<file path="src/rtl/pc_fetch_gen.sv">
// Fetch-PC generator: owns the fetch PC and runs a single-outstanding req/addr/data fetch.
// Define PC_FETCH_GEN_ADEL_CHECK_EN to block misaligned fetches and raise fetch_adel.
module pc_fetch_gen #(
    parameter int          FETCH_W    = 2,
    parameter logic [31:0] RESET_PC   = 32'hbfc00000,
    parameter int          FIFO_CNT_W = 4,
    localparam int         CNT_W      = $clog2(FETCH_W + 1)
) (
    input  logic                  clk,
    input  logic                  rst_n,
    input  logic                  pc_en,
    input  logic [FIFO_CNT_W-1:0] fifo_free,
    input  logic                  exc_valid,
    input  logic [31:0]           exc_addr,
    input  logic                  branch_valid,
    input  logic [31:0]           branch_addr,
    output logic                  inst_req,
    output logic [31:0]           inst_addr,
    input  logic                  inst_addr_ok,
    input  logic                  inst_data_ok,
    input  logic [CNT_W-1:0]      inst_rdata_cnt,
    output logic                  fetch_valid,
    output logic [31:0]           fetch_pc,
    output logic [CNT_W-1:0]      fetch_cnt,
    output logic [31:0]           pc_curr
`ifdef PC_FETCH_GEN_ADEL_CHECK_EN
    ,
    output logic                  fetch_adel
`endif
);

    typedef enum logic [1:0] {
        IDLE,
        REQ,
        WAIT
    } state_t;

    localparam logic [FIFO_CNT_W:0] FETCH_W_N = (FIFO_CNT_W + 1)'(FETCH_W);

    state_t      state;
    state_t      state_nxt;
    logic        discard;
    logic        discard_nxt;
    logic [31:0] pc_nxt;
    logic [31:0] redir_pc;
    logic        redir;
    logic        fifo_ok;
    logic        misalign;
    logic        launch;

    // Exception beats branch when both fire together.
    assign redir    = exc_valid | branch_valid;
    assign redir_pc = exc_valid ? exc_addr : branch_addr;
    assign fifo_ok  = {1'b0, fifo_free} >= FETCH_W_N;

`ifdef PC_FETCH_GEN_ADEL_CHECK_EN
    assign misalign = |pc_curr[1:0];
`else
    assign misalign = 1'b0;
`endif

    assign launch    = pc_en & fifo_ok & ~misalign;
    assign inst_addr = pc_curr;

    always_ff @(posedge clk) begin
        if (!rst_n) begin
            state   <= IDLE;
            pc_curr <= RESET_PC;
            discard <= 1'b0;
        end else begin
            state   <= state_nxt;
            pc_curr <= pc_nxt;
            discard <= discard_nxt;
        end
    end

    always_comb begin
        state_nxt   = state;
        pc_nxt      = pc_curr;
        discard_nxt = discard;
        unique case (state)
            IDLE: begin
                if (redir) begin
                    pc_nxt = redir_pc;
                end else if (launch) begin
                    state_nxt = REQ;
                end
            end
            REQ: begin
                // Unaccepted address may be swapped; accepted one goes stale.
                if (redir) begin
                    pc_nxt = redir_pc;
                end
                if (inst_addr_ok) begin
                    state_nxt   = WAIT;
                    discard_nxt = redir;
                end
            end
            WAIT: begin
                if (inst_data_ok) begin
                    state_nxt   = IDLE;
                    discard_nxt = 1'b0;
                    if (redir) begin
                        pc_nxt = redir_pc;
                    end else if (!discard) begin
                        pc_nxt = pc_curr + 32'({inst_rdata_cnt, 2'b00});
                    end
                end else if (redir) begin
                    pc_nxt      = redir_pc;
                    discard_nxt = 1'b1;
                end
            end
            default: begin
                state_nxt = IDLE;
            end
        endcase
    end

    always_comb begin
        inst_req    = (state == REQ);
        fetch_valid = (state == WAIT) & inst_data_ok & ~discard & ~redir;
        fetch_cnt   = fetch_valid ? inst_rdata_cnt : '0;
        fetch_pc    = pc_curr;
`ifdef PC_FETCH_GEN_ADEL_CHECK_EN
        fetch_adel  = (state == IDLE) & misalign;
`endif
    end

endmodule

</file>
<file path="config.mk">
export PLATFORM = sky130hd
export DESIGN_NAME = pc_fetch_gen
export DESIGN_NICKNAME = d
export VERILOG_FILES = /design/src/rtl/pc_fetch_gen.sv
export SDC_FILE = /design/constraint.sdc
export NUM_CORES = 1
export LEC_CHECK = 0
export ABC_CLOCK_PERIOD_IN_PS = 3250
export BUFFER_PORTS_ARGS = -buffer_cell sky130_fd_sc_hd__buf_2
export CAP_MARGIN = 0
export CORE_ASPECT_RATIO = 1.1
export CORE_UTILIZATION = 45
export CTS_CLUSTER_DIAMETER = 40
export DETAILED_ROUTE_END_ITERATION = 10
export GPL_TIMING_DRIVEN = 0
export PLACE_DENSITY = 0.84
export SLEW_MARGIN = 10
export SYNTH_ARGS = -nofsm -noshare
export SYNTH_HDL_FRONTEND = slang
export SYNTH_SLANG_ARGS = --single-unit
</file>
<file path="constraint.sdc">
create_clock -name clk -period 3.25 [get_ports clk]
set_clock_uncertainty 0.05 [all_clocks]
set_input_delay 0.325 -clock clk [delete_from_list [all_inputs] [get_ports clk]]
set_output_delay 0.325 -clock clk [all_outputs]
set_load 0.02 [all_outputs]
</file>
-- Yosys cells after proc, flatten, opt, wreduce, memory -nomap -nowiden
Cells that the tools add are included.
- add/subtract/negate cells: 1
- $mul: 0
- div/mod/pow operators: 0
- $lt $le $gt $ge: 1
- eq/ne operators: 8
- shift-type cells: 0
- mux-type cells: 16
- bitwise operators: 7
- reduce and logical (&&, ||, !) cells: 7
- operators with widths (cell ; count):
    2-to-1 mux 32 bit ; 5
    one-hot mux 32 bit (2 select lines) ; 1
    adder 32 x 4 -> 32 bit ; 1
    2-to-1 mux 2 bit ; 5
    inequality test 2 bit, second input constant ; 3
    one-hot mux 2 bit (3 select lines) ; 1
    AND 1 bit ; 4
    >= comparator 4 x 2 -> 1 bit, second input constant ; 1
    inequality test 4 bit, second input constant ; 1
    AND reduction 4 bit ; 1
    nonzero test 2 bit ; 2
    2-to-1 mux 1 bit ; 3
    inequality test 3 bit, second input constant ; 1
    AND reduction 3 bit ; 1
    equality test 2 x 1 -> 1 bit, second input constant ; 1
    equality test 2 bit, second input constant ; 1
    logical NOT 2 bit ; 1
    inequality test 2 x 1 -> 1 bit, second input constant ; 1
    inverter 1 bit ; 2
    one-hot mux 1 bit (2 select lines) ; 1
    AND reduction 2 bit ; 1
    OR reduction 2 bit ; 1
    bitwise OR 1 bit ; 1
- register bits after elaboration: 35
- bits in latches: 0
- memory bits (writable): 0
- memory bits (read-only): 0
- bits of input ports: 77
- output and inout bits: 100
- word-level logic and storage cells: 43
- memories kept: 0

-- Logic depth before layout (Yosys ltp)
- depth in word-level cells: 5
- mapped depth: 9
- mapped depth without buffers: 8

-- Least setup slack after synthesis
OpenSTA, ideal clock, no wires.
- path type: reg2reg
- start point: register pc_curr[2] (netlist: fetch_pc[2])
- end point: register pc_curr[12] (netlist: fetch_pc[12])
- library setup time: 0.117 ns
- data arrival time: 2.303 ns
- data required time: 3.083 ns
- setup slack: 0.780 ns
- stages on the path, launching flop included: 10
- buffers on the path: 1
- period minus slack after synthesis: 2.470 ns
- cell sequence: dfxtp_1 -> ha_1 -> inv_1 -> fa_1 -> nor4bb_1 -> clkbuf_1 -> nand3_1 -> o21ai_0 -> nand2_1 -> a32o_1
- longest elaborated chain between the ends: 5
- ends and longest elaborated chain (element ; line ; source):
    start: declaration ; 25 ; output logic [31:0] pc_curr
    start signal: assignment ; 72 ; pc_curr <= pc_nxt;
    adder 32 x 4 -> 32 bit ; 106 ; pc_nxt = pc_curr + 32'({inst_rdata_cnt, 2'b00});
    2-to-1 mux 32 bit ; 105 ; end else if (!discard) begin
    2-to-1 mux 32 bit ; 103 ; if (redir) begin
    2-to-1 mux 32 bit ; 100 ; if (inst_data_ok) begin
    one-hot mux 32 bit (2 select lines) ; 81 ; unique case (state)
Every way passes these cells. The select of a mux whose other input is x is not followed.
A chain may end at the register's enable or synchronous reset.

-- Final worst setup path
Same ends and word-level chain as after synthesis.

==> metrics.csv <==
metric;value;unit
share of cells above drive strength 1;0.416;
crit path buf inv count;2;
Req. time, crit path;3390;ps
Hold WS;266;ps
clk_lat worst skew;290;ps
H-tree level count;2;
Post-CTS Setup Inserts;0;
Hold Startpoint;inst_addr_ok;
die width;81.9;um
number of global-route vias before repair;3755;
via count;4119;
status;finished clean;
hold-fix buffer count after cts;0;
diode count;0;
Fin. Hold Viols;0;
die area;7370;sq um
Max IR drop VDD;0.209;mV
FFs w/ async S/R, synth;0;
syn avg cell area;7.09;sq um
crit-path max FO;8;
Worst-path clk slew;80;ps
syn_nets;526;
total global routing track utilization;0.314;
CP arrival;2970;ps
fin crit period;2830;ps
synth unique cells;63;
maximum number of pins on one net before global-route repair;12;
dpl hpwl;8670;um
Root Driver;clkbuf_8;
Synth Flop Type;dfxtp_1;
f_max;354;MHz
Lkg Pwr;2.11;nW
CTS resizes;0;
# IOs;177;
critical path class;reg -> reg;
average wire per standard cell;16.7;um
CP Cell Sequence;ha_1 -> inv_1 -> fa_1 -> nor4bb_1 -> clkbuf_1 -> nand3_1 -> o21ai_0 -> nand2_1 -> a32o_1;
initial core utilization;0.474;
CP delay by family, top;adder cells;
RePlAce Congestion;0.921;
Worst path max stage delay;440;ps
die height;89.9;um
PD cells;340;nW/um^2
hold crit path type;in -> reg;
CTS buffer count;5;
Slew Viols, Final;0;
initial antenna violation count;0;
Syn-to-layout area delta;34.5;%
total iterations of the first detailed-routing run;5;
Cell Area, Synth;3160;sq um
core region area;6670;sq um
#FFs+latches synth;35;
number of flops mapped to enable cells by yosys;0;
Slowest cell on crit path;fa_1;
Rel. slew slack;0.521;
Vias/cell;5.80;
RSZ-0062 raised after global routing;false;
Port Buf Inserts;174;
worst slew pin tran;716;ps
Worst setup SP type;flip-flop;
Critical R2R Launch;fetch_pc[2]$_SDFFE_PN0P_;
Sum Neg Setup Slack;0;ps
Seq/Total Area, Yosys;0.222;
clk sink count;35;
Synth Instances;446;
clock buffer depth;2;
Site Rows;31;
Max-cap violations;0;
1st-iter DRT viols;401;
CP endpoint kind;flip-flop;
Final period util;0.870;
total grt overflow;0;
first-pass GRT wire length;17900;um
fin nets;707;
drt total wl;11800;um
DRC viols;0;
TritonCTS clock tree;built;
Critical path origin;fetch_pc[2]$_SDFFE_PN0P_;
Yosys warning count;0;
Routed Antenna Nets;0;
Setup violations, final;0;
-- where the power goes --
part / switching (W) / internal (W) / total [W]
combinational: 0.000283 / 0.000221 / 0.000504
sequential: 0.0000580 / 0.000460 / 0.000518
clock: 0.000178 / 0.000249 / 0.000427
total: 0.000519 / 0.000929 / 0.00145
-- path summary, 6_finish.rpt --
path	end	slack, ps	cells after the start
max	fetch_pc[12]$_SDFFE_PN0P_	420	9
min	state[0]$_SDFFE_PN0P_	270	3
max reg2reg	fetch_pc[12]$_SDFFE_PN0P_	420	9
min reg2reg	fetch_pc[1]$_SDFFE_PN0P_	480	2
-- metal layers --
| metal | track usage | share of wire |
|---|---|---|
| met1 | 0.387 | 0.38 |
| met2 | 0.512 | 0.46 |
| met3 | 0.0416 | 0.11 |
| met4 | 0.173 | 0.047 |
| met5 | 0 | 0 |
-- worst register-to-register path: stages (launching register included) --
cell	delay, ps
dfxtp_1	410
ha_1	240
inv_1	80
fa_1	440
nor4bb_1	280
clkbuf_1	360
nand3_1	290
o21ai_0	220
nand2_1	80
a32o_1	280
-- registers in the layout (all words and copies together) (netlist names) --
name	count
discard	1
fetch_pc	32
state	2
-- layout by cell type, fill, tap and decap left out, drive strengths merged, types with 2 or more instances in the layout --
master	netlist	layout
a21oi	46	46
buf	71	245
nand3b	5	5
nor2b	7	7
and3b	2	2
a41o	3	3
o21bai	2	2
clkbuf	21	27
nor3	10	10
a22oi	4	4
dfxtp	35	35
or3	4	4
mux2i	3	3
nand4b	2	2
or4	4	4
nand4	15	15
nor4bb	2	2
ha	2	2
o211ai	7	7
nor4	7	7
nor2	29	29
a31oi	3	3
and2	4	4
o311ai	2	2
o21ai	33	33
a21o	3	3
nand2	46	46
nand3	24	24
a221oi	7	7
a211oi	5	5
inv	13	13
and3	4	4
o21a	2	2
-- cell type report --
class / instances / area [sq um]
inverter: 13 / 48.8
fill: 642 / 2420
tap: 82 / 103
clock buffer: 6 / 82.6
buffer: 92 / 593
sequential: 35 / 701
clock inverter: 2 / 35.0
multi-input combinational: 306 / 1820
timing repair buffer: 174 / 871
-- cells in the mapped netlist (4+ instances only) --
cell	n	area share
a21oi_1	46	0.073
nor4_1	5	0.0099
a221oi_1	7	0.019
nor2b_1	7	0.014
o211ai_1	7	0.017
dfxtp_1	35	0.22
o21ai_0	30	0.047
buf_2	6	0.0095
buf_4	64	0.15
nand3_1	23	0.036
nor3_1	9	0.014
inv_1	13	0.015
nand3b_1	4	0.0095
and2_1	4	0.0079
a211oi_1	5	0.012
nor2_1	28	0.033
a22oi_1	4	0.0095
nand2_1	46	0.055
or4_1	4	0.0095
and3_1	4	0.0079
or3_1	4	0.0079
clkbuf_1	21	0.025
nand4_1	14	0.028
-- logic make-up (layout without fill, tap and decap cells) --
kind of cell	count (synthesis)	in the layout	synth area share
buf+inv	105	287	0.203
compound gates	130	130	0.257
simple gates	169	169	0.291
mux	4	4	0.0131
flops	35	35	0.222
fa+ha+maj	3	3	0.0142
-- through the flow --
step           setup slack (ps)  utilization  total power, W  cell area [sq um]  std cells
4_1_cts                     487        0.638         0.00143               4250        710
6_report                    423        0.638         0.00145               4250        710
3_5_place_dp                500        0.620         0.00102               4140        702
3_3_place_gp                513        0.620         0.00102               4140        702
5_1_grt                     253        0.638         0.00151               4250        710
2_1_floorplan               780            -        0.000841               3160        446
(Power assumes the default switching activity.)
